$ cat src/rtl/lsu_multicycle.sv
// Load/store unit for the multicycle datapath: computes the effective
// address, builds byte enables and lane-shifted store data, runs one
// request/ready transaction with data memory and returns extended load data.
//
// Handshake: mem_req is high for the whole ACCESS state and every mem_*
// field is registered when the access starts, so the fields stay stable
// while mem_req is high. A transfer happens on the rising clk edge where
// mem_req=1 and mem_ready=1. mem_ready is ignored while mem_req=0.
module lsu_multicycle #(
    parameter int XLEN   = 32,
    parameter int ADDR_W = 32
) (
    input  logic                clk,
    input  logic                rst,
    input  logic                start,
    input  logic                is_store,
    input  logic [2:0]          funct3,
    input  logic [XLEN-1:0]     base,
    input  logic [XLEN-1:0]     offset,
    input  logic [XLEN-1:0]     store_data,
    output logic                busy,
    output logic                done,
    output logic                misaligned,
    output logic                illegal,
    output logic [XLEN-1:0]     load_data,
    output logic                mem_req,
    output logic                mem_we,
    output logic [ADDR_W-1:0]   mem_addr,
    output logic [XLEN-1:0]     mem_wdata,
    output logic [XLEN/8-1:0]   mem_be,
    input  logic [XLEN-1:0]     mem_rdata,
    input  logic                mem_ready,
    output logic [1:0]          dbg_state
);

    localparam int BE_W   = XLEN / 8;
    localparam int LANE_W = $clog2(BE_W);
    localparam int SUM_W  = (XLEN > ADDR_W) ? XLEN : ADDR_W;

    typedef enum logic [1:0] {
        S_IDLE   = 2'd0,
        S_ACCESS = 2'd1,
        S_RESP   = 2'd2
    } state_t;

    state_t state_q, state_d;

    // Request decode (valid while IDLE)
    logic [SUM_W-1:0]  ea_sum;
    logic [ADDR_W-1:0] ea;
    logic [LANE_W-1:0] lane;
    logic [1:0]        size_d;
    logic              req_legal;
    logic              req_mis;
    logic [7:0]        byte_mask8;
    logic [BE_W-1:0]   be_shift;
    logic [6:0]        nbits_d;
    logic [XLEN-1:0]   data_mask_d;
    logic [XLEN-1:0]   wdata_shift;

    // Per-access context kept for the load return path
    logic [LANE_W-1:0] lane_q;
    logic [1:0]        size_q;
    logic              sext_q;

    // Load extraction
    logic [6:0]        nbits_q;
    logic [XLEN-1:0]   data_mask_q;
    logic [XLEN-1:0]   rd_shift;
    logic              rd_sign;
    logic [XLEN-1:0]   load_ext;

    assign busy      = (state_q != S_IDLE);
    assign done      = (state_q == S_RESP);
    assign mem_req   = (state_q == S_ACCESS);
    assign dbg_state = state_q;

    // Decode size/legality/alignment and pre-shift enables and store data
    always_comb begin
        ea_sum    = SUM_W'(base) + SUM_W'(offset);
        ea        = ea_sum[ADDR_W-1:0];
        lane      = ea[LANE_W-1:0];
        size_d    = funct3[1:0];
        req_legal = 1'b0;
        case (funct3)
            3'b000, 3'b001, 3'b010: req_legal = 1'b1;
            3'b011:                 req_legal = (XLEN == 64);
            3'b100, 3'b101:         req_legal = !is_store;
            3'b110:                 req_legal = !is_store && (XLEN == 64);
            default:                req_legal = 1'b0;
        endcase
        req_mis = 1'b0;
        case (size_d)
            2'd1:    req_mis = ea[0];
            2'd2:    req_mis = (ea[1:0] != 2'd0);
            2'd3:    req_mis = (ea[2:0] != 3'd0);
            default: req_mis = 1'b0;
        endcase
        byte_mask8 = 8'h01;
        case (size_d)
            2'd0:    byte_mask8 = 8'h01;
            2'd1:    byte_mask8 = 8'h03;
            2'd2:    byte_mask8 = 8'h0F;
            default: byte_mask8 = 8'hFF;
        endcase
        be_shift    = BE_W'(byte_mask8) << lane;
        nbits_d     = 7'd8 << size_d;
        data_mask_d = ~({XLEN{1'b1}} << nbits_d);
        wdata_shift = (store_data & data_mask_d) << {lane, 3'b000};
    end

    // Extract the addressed field from the returned word and extend it
    always_comb begin
        nbits_q     = 7'd8 << size_q;
        data_mask_q = ~({XLEN{1'b1}} << nbits_q);
        rd_shift    = mem_rdata >> {lane_q, 3'b000};
        rd_sign     = 1'b0;
        case (size_q)
            2'd0:    rd_sign = rd_shift[7];
            2'd1:    rd_sign = rd_shift[15];
            2'd2:    rd_sign = rd_shift[31];
            default: rd_sign = rd_shift[XLEN-1];
        endcase
        load_ext = (rd_shift & data_mask_q) |
                   ((sext_q && rd_sign) ? ~data_mask_q : '0);
    end

    // State register; reset drops mem_req immediately since it decodes state
    always_ff @(posedge clk or negedge rst) begin
        if (!rst) state_q <= S_IDLE;
        else      state_q <= state_d;
    end

    // Next-state logic
    always_comb begin
        state_d = state_q;
        case (state_q)
            S_IDLE: begin
                if (start) begin
                    if (req_legal && !req_mis) state_d = S_ACCESS;
                    else                       state_d = S_RESP;
                end
            end
            S_ACCESS: begin
                if (mem_ready) state_d = S_RESP;
            end
            S_RESP:  state_d = S_IDLE;
            default: state_d = S_IDLE;
        endcase
    end

    // Capture request fields on start, status flags, and load results
    always_ff @(posedge clk or negedge rst) begin
        if (!rst) begin
            misaligned <= 1'b0;
            illegal    <= 1'b0;
            load_data  <= '0;
            mem_we     <= 1'b0;
            mem_addr   <= '0;
            mem_wdata  <= '0;
            mem_be     <= '0;
            lane_q     <= '0;
            size_q     <= 2'd0;
            sext_q     <= 1'b0;
        end else begin
            if (state_q == S_IDLE && start) begin
                illegal    <= !req_legal;
                misaligned <= req_legal && req_mis;
                if (req_legal && !req_mis) begin
                    mem_we    <= is_store;
                    mem_addr  <= {ea[ADDR_W-1:LANE_W], {LANE_W{1'b0}}};
                    mem_be    <= be_shift;
                    mem_wdata <= is_store ? wdata_shift : '0;
                    lane_q    <= lane;
                    size_q    <= size_d;
                    sext_q    <= !funct3[2];
                end
            end
            if (state_q == S_ACCESS && mem_ready && !mem_we) begin
                load_data <= load_ext;
            end
        end
    end

endmodule

$ cat config.mk
export PLATFORM = sky130hd
export DESIGN_NAME = lsu_multicycle
export DESIGN_NICKNAME = d
export VERILOG_FILES = /design/src/rtl/lsu_multicycle.sv
export SDC_FILE = /design/constraint.sdc
export NUM_CORES = 1
export LEC_CHECK = 0
export ABC_CLOCK_PERIOD_IN_PS = 2700
export CAP_MARGIN = 20
export CORE_MARGIN = 2
export CORE_UTILIZATION = 30
export CTS_CLUSTER_SIZE = 16
export DETAILED_ROUTE_END_ITERATION = 16
export SLEW_MARGIN = 20
export SYNTH_ARGS = -nofsm -noshare
export SYNTH_HDL_FRONTEND = slang
export SYNTH_SLANG_ARGS = --single-unit
export TNS_END_PERCENT = 1
$ cat constraint.sdc
create_clock -name clk -period 2.7 [get_ports clk]
set_clock_uncertainty 0.2 [all_clocks]
set_input_delay 0.54 -clock clk [delete_from_list [all_inputs] [get_ports clk]]
set_output_delay 0.54 -clock clk [all_outputs]
set_load 0.01 [all_outputs]
# After elaboration in Yosys (flattened, before gate mapping)
# Cells that the tools add are included.
# totals
input_bits	136
out_inout_bits	108
regBits	108
word_cells	69
# op_classes
bitwise_logic	6
add_sub_neg	1
reduce_logical	22
eq_ne	12
n_mux	10
shifts	7
# op_table
op	n
$not A32 Y32	3
$and A32 B32 Y32	2
$mux W32	2
$shl A32 B7 Y32 const A	2
$add A32 B32 Y32	1
$or A32 B32 Y32	1
$shl A32 B5 Y32	1
$shr A32 B5 Y32	1
$shl A4 B2 Y7 const A	2
$pmux W4 S3	1
$eq A2 B1 Y1 const B	3
$eq A2 B2 Y1 const B	3
$eq A3 B3 Y1 const B	2
$logic_and A1 B1 Y1	6
$logic_not A2 Y1	3
$mux W2	3
$logic_not A1 Y1	5
$pmux W1 S2	2
$pmux W2 S2	1
$reduce_and A2 Y1	2
$reduce_bool A2 Y1	2
$shl A4 B2 Y4	1
$eq A3 B1 Y1 const B	1
$eq A3 B2 Y1 const B	1
7 further kinds	7

# Depth between registers and ports, before layout
# logic_depth
word_depth	8
mapped_depth	13
mapped_depth_nobuf	11

# Worst setup path before layout
# Ideal clock, no wire load.
# synth_path
path_type	input to register
from	input port offset[0]
to	register mem_be[0]
path_stages	13
path_buffers	4
setup_time_ns	0.135
arrival_ns	2.723
slack_ns	-0.358
cell_sequence	ha_1 inv_1 fa_1 clkbuf_1 o21ai_1 a22oi_1 o21ai_1 or2_1 buf_2 clkbuf_1 buf_1 nand2_1 o31ai_1
# synth_via
elab_chain_len	6
elab_cells_between_ends	8
cone_classes	1 x add/sub; 1 x shift; 1 x mux; 5 x reduce/logical
# synth_rtl
element	line	text
from (decl)	19	input logic [XLEN-1:0] offset,
$add A32 B32 Y32 (*)	80	ea_sum = SUM_W'(base) + SUM_W'(offset);
$reduce_bool A3 Y1 or $reduce_bool A2 Y1 (tied branches)	96, 95	
$pmux W1 S3	93	case (size_d)
$logic_not A1 Y1	169	if (req_legal && !req_mis) begin
$logic_and A1 B1 Y1	169	
$reduce_and A2 Y1 (no source line)	-	
to (signal assigned)	172	mem_be <= be_shift;
to (decl)	30	output logic [XLEN/8-1:0] mem_be,
# Every way passes the cells marked *; elsewhere a longest branch is shown, timed or not.
# A chain may end at the register's enable or synchronous reset.

# Worst setup path after layout
# layout_path
from	input port offset[0]
to	register mem_addr[26]
# layout_via
elab_chain_len	6
elab_cells_between_ends	7
cone_classes	1 x add/sub; 1 x mux; 5 x reduce/logical
# layout_rtl
element	line	text
$add A32 B32 Y32 (*)	80	
$reduce_bool A3 Y1 or $reduce_bool A2 Y1 (tied branches)	96, 95	
$pmux W1 S3	93	
$logic_not A1 Y1	169	
$logic_and A1 B1 Y1	169	
$reduce_and A2 Y1 (no source line)	-	
to (signal assigned)	171	mem_addr <= {ea[ADDR_W-1:LANE_W], {LANE_W{1'b0}}};
to (decl)	28	output logic [ADDR_W-1:0] mem_addr,
# Marks and branches as above.

==> impl_metrics.toml <==
[detailed_routing]
routedWlPerCell_um = 16.3
vias = 7162
initialDrtViolationCount = 442
ant_nets = 0
viasPerCell = 4.93
first_pass_iters = 5
wl_um = 23600
drc = 0

[critical_path]
slowest_delay_ps = 530
worstPathMaxFanout = 3
start_kind = "input pin"
worstPathCellList = "buf_6 > ha_4 > inv_2 > fa_2 > nor2b_4 > o2111ai_2 > a21oi_2 > o221a_4 > a41o_1 > a211oi_2 > or4_1 > nand3_1"
crit_slowest_cell = "or4_1"
reg2reg_depth = 8
path_buf_inv = 2
arrival_ps = 2800
worst-path-stages = 12
end_kind = "flop"
cpLargestDelayFamily = "compound AO/OA/AOI/OAI gates"
worstSetupPathType = "input pin to flop"
worstPathRequired_ps = 2790

[placed_design]
port_buffers = 241
gp_congestion = 0.896
dpl_cell_area_mm2 = 0.0104
place_ws_ps = -924
post-dp-hpwl_um = 17700

[clock_tree]
worstSkewPairLatency_ps = 350
cts_root_buf = "clkbuf_16"
clock_path_buffers = 2
hold_buffers = 0
cts_tree = "yes"
cts_buffers = 9
cts.sinks = 108
clk_pin_slew_ps = 80
htreeDepth = 3

[floorplan]
core_mm2 = 0.0224
die_w_um = 154
dieArea_mm2 = 0.0238
ios = 244
start_util = 0.302
core.rowCount = 55
fp.dieH_um = 154

[timing]
max_slew_margin = 0.600
min_period_over_period = 1.01
report.final.hold_viol_count = 0
worst_pin_slew_ps = 600
rsz0062_at_grt = "yes"
max_freq_mhz = 369
hold_ws_ps = 51.2
setup_violations = 2
worst_slack_ps = -13.6
period_needed_ps = 2710
slew_violations = 0

[status]
violations = "setup timing"
status = "finished with violations"

[global_routing]
grt_pass1_wl_um = 37000
overflow = 0
grt_pass1_vias = 7040
gr-usage-met1 = 0.263
met3_usage = 0.0322
grt_max_degree = 109
use_met2 = 0.316
grt-busiest-layer = "met2"
grt_use_total = 0.194
antenna_found_initial = 0

[finish]
multi_input_area_mm2 = 0.00419
drive_above_1_share = 0.216
seq_area_mm2 = 0.00270
layout_common_cells = "207 x clkdlybuf4s50_1, 148 x nand2_1, 143 x buf_4, 108 x dfrtp_1, 80 x a21oi_1"
area_growth_pct = 66.4
diodes = 0
mostFrequentLayoutCell = "clkdlybuf4s50_1"
num-fill-cells = 2086
fin_nets = 1330
fin_area_mm2 = 0.0113

[synthesis]
synthXorXnorAreaFrac = 0.0349
synth_edf_count = 0
synth_ff_type = "dfrtp_1"
seq_area_frac_synth = 0.398
yosysWarningCount = 0
synth-seq-cells = 108
synth.area.mux_share = 0.0636
syn_avg_cell_area_um2 = 8.37
async_reset_ff_frac = 1.00
syn_area_mm2 = 0.00678
synth-compound-area-share = 0.220
synth_fa_ha_area_frac = 0.0601
synth_cell_type_count = 58
syn_inst = 810
synth_top_family_by_area = "compound AO/OA/AOI/OAI gates"
synth-simple-area-share = 0.181

[power]
p_leak_nw = 5.11
ir_drop_uv = 301
power.density_mw_per_mm2 = 732

[min_path]
min_path_type = "input pin to async pin"

[run]
drv_cap = 0
-- cell type report --
class | instances | share of cell area
Inverter | 11 | 0.00366
Clock buffer | 9 | 0.0199
Sequential cell | 108 | 0.239
Tap cell | 285 | 0.0316
Clock inverter | 7 | 0.00576
Multi-Input combinational cell | 635 | 0.371
Timing Repair Buffer | 397 | 0.328
-- path summary, 6_finish.rpt --
| check | startpoint | endpoint | slack (ps) |
|---|---|---|---|
| max in group asynchronous | rst | mem_addr[6]$_DFFE_PN0P_ | 1800 |
| max reg2reg | lane_q[0]$_DFFE_PN0P_ | load_data[11]$_DFFE_PN0P_ | 400 |
| min in group clk | mem_wdata[7]$_DFFE_PN0P_ | mem_wdata[7]$_DFFE_PN0P_ | 270 |
| max | offset[0] | mem_addr[26]$_DFFE_PN0P_ | -10 |
| min | rst | dbg_state[1]$_DFFE_PN0P_ | 50 |
| min reg2reg | mem_wdata[7]$_DFFE_PN0P_ | mem_wdata[7]$_DFFE_PN0P_ | 270 |
-- metal layers --
| metal | part of all wire | vias to the layer above | wire (um) |
|---|---|---|---|
| met5 | 0 | - | 0 |
| met4 | 0.026 | 0 | 605 |
| met2 | 0.46 | 258 | 10900 |
| met1 | 0.45 | 3292 | 10700 |
| li1 | - | 3577 | - |
| met3 | 0.061 | 35 | 1430 |
-- cells by family (layout without fill, tap and decap cells) --
kind of cell    Yosys count  count (layout)
simple gates            288             288
compound gates          245             245
flops                   108             108
buf+inv                  68             424
mux                      41              41
fa+ha+maj                32              32
xor+xnor                 27              27
other cells               1               2
-- registers in the layout, indices dropped and copies added, names as in the netlist --
name        count
dbg_state       2
illegal         1
lane_q          2
load_data      32
mem_addr       30
mem_be          4
mem_wdata      32
mem_we          1
misaligned      1
sext_q          1
size_q          2
-- where the power goes --
group          internal (mW)  leakage (nW)  switching [mW]  total, mW
sequential              2.26          1.37           0.417       2.68
combinational           2.30          3.61            1.96       4.26
clock                  0.651         0.134           0.677       1.33
-- through the flow --
stage / TNS, ps / cells / power (mW) / utilization
6_report: -23.8 / 1452 / 8.26 / 0.503
3_5_place_dp: -61880 / 1405 / 6.82 / 0.463
3_3_place_gp: -61250 / 1405 / 6.78 / 0.463
2_1_floorplan: -5260 / 811 / 4.51 / -
4_1_cts: -129 / 1440 / 8.29 / 0.494
5_1_grt: -268 / 1452 / 8.83 / 0.503
-- worst reg2reg max path: cells and delay by family, from the launching register on --
| family | cells | cell delay (ps) |
|---|---|---|
| flops | 1 | 490 |
| simple gates | 4 | 950 |
| compound gates | 4 | 590 |
-- cells in the mapped netlist, drive strengths merged (5+ instances only) --
library cell / instances / area share
nand2: 148 / 0.082
dfrtp: 108 / 0.40
a21oi: 86 / 0.063
nor2: 65 / 0.036
o21ai: 65 / 0.048
clkbuf: 39 / 0.022
nand3: 34 / 0.025
ha: 31 / 0.057
mux2i: 24 / 0.035
o22ai: 19 / 0.018
a21o: 18 / 0.020
buf: 18 / 0.013
mux2: 17 / 0.028
xor2: 16 / 0.021
o31ai: 12 / 0.013
inv: 11 / 0.0061
xnor2: 11 / 0.014
a22oi: 9 / 0.010
a31oi: 8 / 0.0074
nor3: 8 / 0.0059
nor2b: 7 / 0.0065
or2: 6 / 0.0055
a211oi: 5 / 0.0063
nand4: 5 / 0.0046
-- repair_timing --
action                                  CTS  global route
pin swaps                                38            39
buffers inserted                         20            12
endpoints found under the setup margin   74            30
gates resized for setup                  73            41
Power figures use the tool's default switching activity.
==> RTL edit 1: new RTL, config.mk and constraints unchanged <==
Reset style: synchronous (`rst`), changed in 2 clocked blocks.
--- a/src/rtl/lsu_multicycle.sv
+++ b/src/rtl/lsu_multicycle.sv
@@ -126,7 +126,7 @@
     end
 
     // State register; reset drops mem_req immediately since it decodes state
-    always_ff @(posedge clk or negedge rst) begin
+    always_ff @(posedge clk) begin
         if (!rst) state_q <= S_IDLE;
         else      state_q <= state_d;
     end
@@ -150,7 +150,7 @@
     end
 
     // Capture request fields on start, status flags, and load results
-    always_ff @(posedge clk or negedge rst) begin
+    always_ff @(posedge clk) begin
         if (!rst) begin
             misaligned <= 1'b0;
             illegal    <= 1'b0;
Check against the original RTL: differs if rst is asserted again (counterexample within 4 cycles, from zero or initial values and one cycle with rst low); with rst held inactive, the same outputs for 4 cycles.
==> RTL edit 1 against the original RTL <==
- first-iteration DRC count rose by 1.1%
- wire length increased by 5.9%
- critical path depth up 1
- count of clock-buffer cells in the layout stayed put
- sequential cell count did not move
- design area decreased by 2.9%
- setup slack better by 58 ps
- synthesized area shrank 0.15%
- synthesized cell count up 12%
- global-route usage increased by 0.97 points
- largest cell class unchanged
Power is not compared: it rests on default switching activity, and its combinational part moved more than twofold at a synthesized area within 25%.
==> RTL edit 1: results (changes against the original RTL) <==
Run status
  – Status: complete, no violations (was finished with violations)

Yosys
  – Avg Cell Area, Syn: 7.467 µm² (was 8.374 µm²)
  – Post-synthesis mux area share: 6.669% (was 6.364%)
  – Xor and xnor area share after synthesis: 2.198% (was 3.486%)
  – Compound-Gate Fraction of Synth Area: 26.42% (was 22.01%)
  – Number of library cell types mapped by synthesis: 68 (was 58)
  – Post-synth top cells: nand2_1 (159), a21oi_1 (120), dfxtp_1 (108) (was nand2_1 (148), dfrtp_1 (108), a21oi_1 (86))
  – Adder-cell area share of the yosys netlist: 6.023% (was 6.014%)
  – Fraction of registers with async set or reset after synthesis: 0% (was 100.0%)
  – Synth Flop Type: dfxtp_1 (was dfrtp_1)

Detailed routing
  – Routed WL: 25.03 mm (was 23.64 mm)
  – Met1 WL: 11.41 mm (was 10.71 mm)
  – Vias per cell: 5.062 (was 4.933)
  – DR WL met3: 1.676 mm (was 1.432 mm)
  – Via count: 7,709 (was 7,162)
  – 1st-iter DRT viols: 447 (was 442)

Floorplanning
  – Row count: 54 (was 55)

Layout
  – Ratio of cells with drive above 1 in the final layout: 18.74% (was 21.59%)
  – Fill count: 2,104 (was 2,086)
  – Final Net Count: 1,407 (was 1,330)

Critical path
  – Reg-to-Reg Start: dbg_state[1] (was lane_q[0])
  – FF-to-FF setup slack: 550 ps (was 400 ps)
  – CP startpoint: base[0] (was offset[0])
  – Worst EP arrival: 2730 ps (was 2800 ps)
  – CP max stage delay: 380 ps (was 530 ps)
  – Reg2reg end: mem_addr[31] (was load_data[11])
  – Largest delay share family, worst path: buffers and inverters (was compound AO/OA/AOI/OAI gates)
  – CP max-delay cell: fa_2 (was or4_1)

STA
  – Slew @ Worst Pin: 606.6 ps (was 599.6 ps)
  – Final setup vio count: 0 (was 2)

GRT
  – Vias in the first global route: 7,292 (was 7,040)
  – First-pass GRT wire length: 38.70 mm (was 37.00 mm)
  – Global Route met3 Usage: 5.632% (was 3.222%)
  – Met2 GRT Util: 32.48% (was 31.60%)
  – Tot GR Track Use: 20.34% (was 19.36%)
  – Largest net degree at the start of global routing: 43 (was 109)
  – Met1 Use GR: 26.96% (was 26.35%)

Placement
  – Detailed Place HPWL: 19.41 mm (was 17.66 mm)
  – Placed cell count: 1,505 (was 1,405)

Worst hold path
  – Worst Hold Class: flip-flop to flip-flop (was primary input to asynchronous set/reset pin)
-- RTL edit 1: cell count changes after synthesis, moves of 7 or more --
| cell | unedited run | this run |
|---|---|---|
| a21oi_1 | 86 | 120 |
| xor2_1 | 16 | 8 |
| dfxtp_1 | 0 | 108 |
| nor3_1 | 8 | 15 |
| nand3_1 | 34 | 43 |
| nand2_1 | 148 | 159 |
| buf_2 | 6 | 21 |
| o22ai_1 | 19 | 2 |
| o21ai_0 | 53 | 85 |
| dfrtp_1 | 108 | 0 |
| o211ai_1 | 1 | 10 |
| o31ai_1 | 12 | 3 |
-- RTL edit 1: through the flow --
stage | worst slack (ps) | instance area (µm²)
2_1_floorplan | 7.538 | 6787
3_3_place_gp | -623.8 | 10380
3_5_place_dp | -659.3 | 10380
4_1_cts | -12.37 | 10770
5_1_grt | -66.91 | 10970
6_report | 44.76 | 10970
-- RTL edit 1: layout make-up --
type	count	area share, %
inverters	12	0.4107
flip-flops and latches	108	19.71
clock buffers	9	2.054
repair buffers	385	32.64
multi-input cells	723	41.11
well taps	280	3.195
clock inverters	6	0.8785
-- RTL edit 1: worst max-delay path by stage --
stage / endpoint / slack [ps] / cells after the start
floorplan: mem_addr[22] / 8 / 9
global placement: mem_addr[31] / -620 / 12
detailed placement: mem_addr[31] / -660 / 12
CTS: mem_addr[28] / -10 / 9
global route: mem_addr[27] / -70 / 10
finish: mem_addr[29] / 40 / 13
-- RTL edit 1: what timing repair did --
item / 4_1_cts / 5_1_grt
pin swaps: 12 / 19
setup endpoints to repair: 72 / 69
buffers inserted: 1 / 2
resized for setup: 18 / 42
hold buffers: 0 / 0
-- RTL edit 1: where the power goes --
part / switching, mW / internal, mW
registers: 0.0405 / 1.65
logic: 0.760 / 0.822
clock network: 0.648 / 0.821
total: 1.45 / 3.29
==> RTL edit 2: new RTL, config.mk and constraints unchanged <==
Made on the original files. Change the parameter `ADDR_W` from 32 to 48.
--- a/src/rtl/lsu_multicycle.sv
+++ b/src/rtl/lsu_multicycle.sv
@@ -8,7 +8,7 @@
 // mem_req=1 and mem_ready=1. mem_ready is ignored while mem_req=0.
 module lsu_multicycle #(
     parameter int XLEN   = 32,
-    parameter int ADDR_W = 32
+    parameter int ADDR_W = 48
 ) (
     input  logic                clk,
     input  logic                rst,
Ports: changed (resized mem_addr); port bits go from 244 to 260. No check against the original RTL was run, so the function may have changed too.
==> RTL edit 2 against the original RTL <==
- the flow still finishes with violations (setup timing)
- critical endpoint is now mem_addr[30]
- sequential cell count increased by 1
- setup slack got worse by 200 ps
- highest routed layer unchanged
- clock power down 4%
- power shrank 0.32%
- synthesized area increased by 1.6%
- wire length shrank 3.6%
- design area fell by 1.8%
- synthesized cell count is 0.12% lower
==> RTL edit 2: results (changes against the original RTL) <==
Run status
  – Status: finished with violations (unchanged)
  – Failing checks: setup timing (unchanged)

Placement
  – # port buffers: 242 (was 241)
  – Pre-CTS WS: -1062 ps (was -924.4 ps)
  – Routability cong.: 0.8728 (was 0.8963)
  – Dpl cell area: 0.01037 mm² (was 0.01038 mm²)

Layout
  – Largest registers: load_data (32), mem_wdata (32), mem_addr (31) (was load_data (32), mem_wdata (32), mem_addr (30))
  – Clk cell area share: 2.461% (was 2.571%)
  – Area of the multi-input gates: 0.004234 mm² (was 0.004193 mm²)
  – Reg area: 0.002728 mm² (was 0.002703 mm²)
  – Multi-input gates: 640 (was 635)
  – Final std cells w/o fill: 1,429 (was 1,452)
  – Final Cell Area: 0.01109 mm² (was 0.01129 mm²)
  – Non-Clock Buffer Count: 372 (was 397)
  – Ratio of cells with drive above 1 in the final layout: 19.76% (was 21.59%)
  – NonClk Buf Share: 31.25% (was 32.83%)
  – Non-clk invs: 8 (was 11)
  – Fill count: 2,187 (was 2,086)
  – Num sequential: 109 (was 108)

Power and ir drop
  – Max rail drop VDD: 329.4 µV (was 300.9 µV)
  – Switch Pwr: 2.995 mW (was 3.051 mW)
  – Leak: 4.874 nW (was 5.114 nW)
  – Power share of the sequential group: 32.8% (was 32.4%)
  – Sw Share: 36.37% (was 36.94%)
  – Clock share of power: 15.6% (was 16.1%)

GRT
  – Tot GR Track Use: 18.51% (was 19.36%)

Yosys
  – Post-synth top cells: nand2_1 (139), dfrtp_1 (109), a21oi_1 (88) (was nand2_1 (148), dfrtp_1 (108), a21oi_1 (86))
  – YS warnings: 0 (unchanged)
  – Synth top area cells: dfrtp_1 (40%), nand2_1 (7.6%), a21oi_1 (6.4%) (was dfrtp_1 (40%), nand2_1 (8.2%), a21oi_1 (6.3%))
  – Register area share after synthesis: 39.59% (was 39.85%)

STA
  – Final setup vio count: 8 (was 2)
  – Setup TNS: -831.7 ps (was -23.83 ps)
  – Rel. slew slack: 66.32% (was 60.03%)
  – Setup ws final: -218.2 ps (was -13.60 ps)

Detailed routing
  – Vias per cell: 4.815 (was 4.933)
  – Pre-antenna DRT Iters: 4 (was 5)
  – WL/cell: 15.95 µm (was 16.28 µm)
  – 1st-iter DRT viols: 359 (was 442)

Floorplanning
  – Tap cell count: 285 (unchanged)

Clocking
  – Clk slew on worst S/H paths: 80 ps (about the same)

Critical path
  – Reg-to-Reg Start: lane_q[1] (was lane_q[0])
  – Worst EP arrival: 2950 ps (was 2800 ps)

Worst hold path
  – Worst Hold Class: flip-flop to flip-flop (was primary input to asynchronous set/reset pin)
-- RTL edit 2: cell types whose count changed after synthesis, moves of 5 or more --
cell	delta
clkbuf_1	+5
o21ai_1	-12
o21ai_0	+26
buf_4	+15
nand3_1	-26
mux2_2	+6
nand2_1	-9
-- RTL edit 2: kinds of logic (layout without fill, tap and decap cells) --
logic type	Yosys count	after routing	share of synthesized area, %
adders and majority gates	33	33	6.102
buffers and inverters	76	395	5.104
and+or+nand+nor	256	256	15.69
AOI/OAI and AO/OA	259	259	22.59
muxes	50	50	7.683
DFF	109	109	39.59
other	1	17	0.05443
xor gates and xnor gates	25	25	3.178
-- RTL edit 2: worst paths after layout --
path,to,slack [ps],cells after the start
max in group asynchronous,mem_wdata[15],1180,3
worst min-delay path,mem_wdata[27],280,2
worst max register to register,load_data[11],480,7
worst max-delay path,mem_addr[30],-220,11
worst min register to register,mem_wdata[27],280,2
min in group asynchronous,load_data[0],520,2
-- RTL edit 2: per-layer routing --
| layer | vias up | routed length (µm) | track usage, % |
|---|---|---|---|
| met1 | 3170 | 10300 | 24.91 |
| met2 | 195 | 10940 | 31.04 |
| met3 | 19 | 1320 | 3.361 |
| li1 | 3496 | - | - |
| met5 | - | 0 | 0 |
| met4 | 0 | 226 | 4.281 |
-- RTL edit 2: what timing repair did --
action | in CTS | in global routing
resized for setup | 63 | 38
pin swaps | 22 | 21
buffers inserted | 9 | 3
hold buffers | 1 | 0
endpoints found under the hold margin | 33 | 0
endpoints found under the setup margin | 74 | 43
-- RTL edit 2: critical path: stages --
cell and delay [ps]:
clkdlybuf4s50_1 400, ha_1 250, a21oi_4 220, o221ai_4 150, a31oi_4 250, nor3b_4 70, o31a_1 310, o2111a_2 290
buf_6 120, o21ai_0 250, nand3_2 110
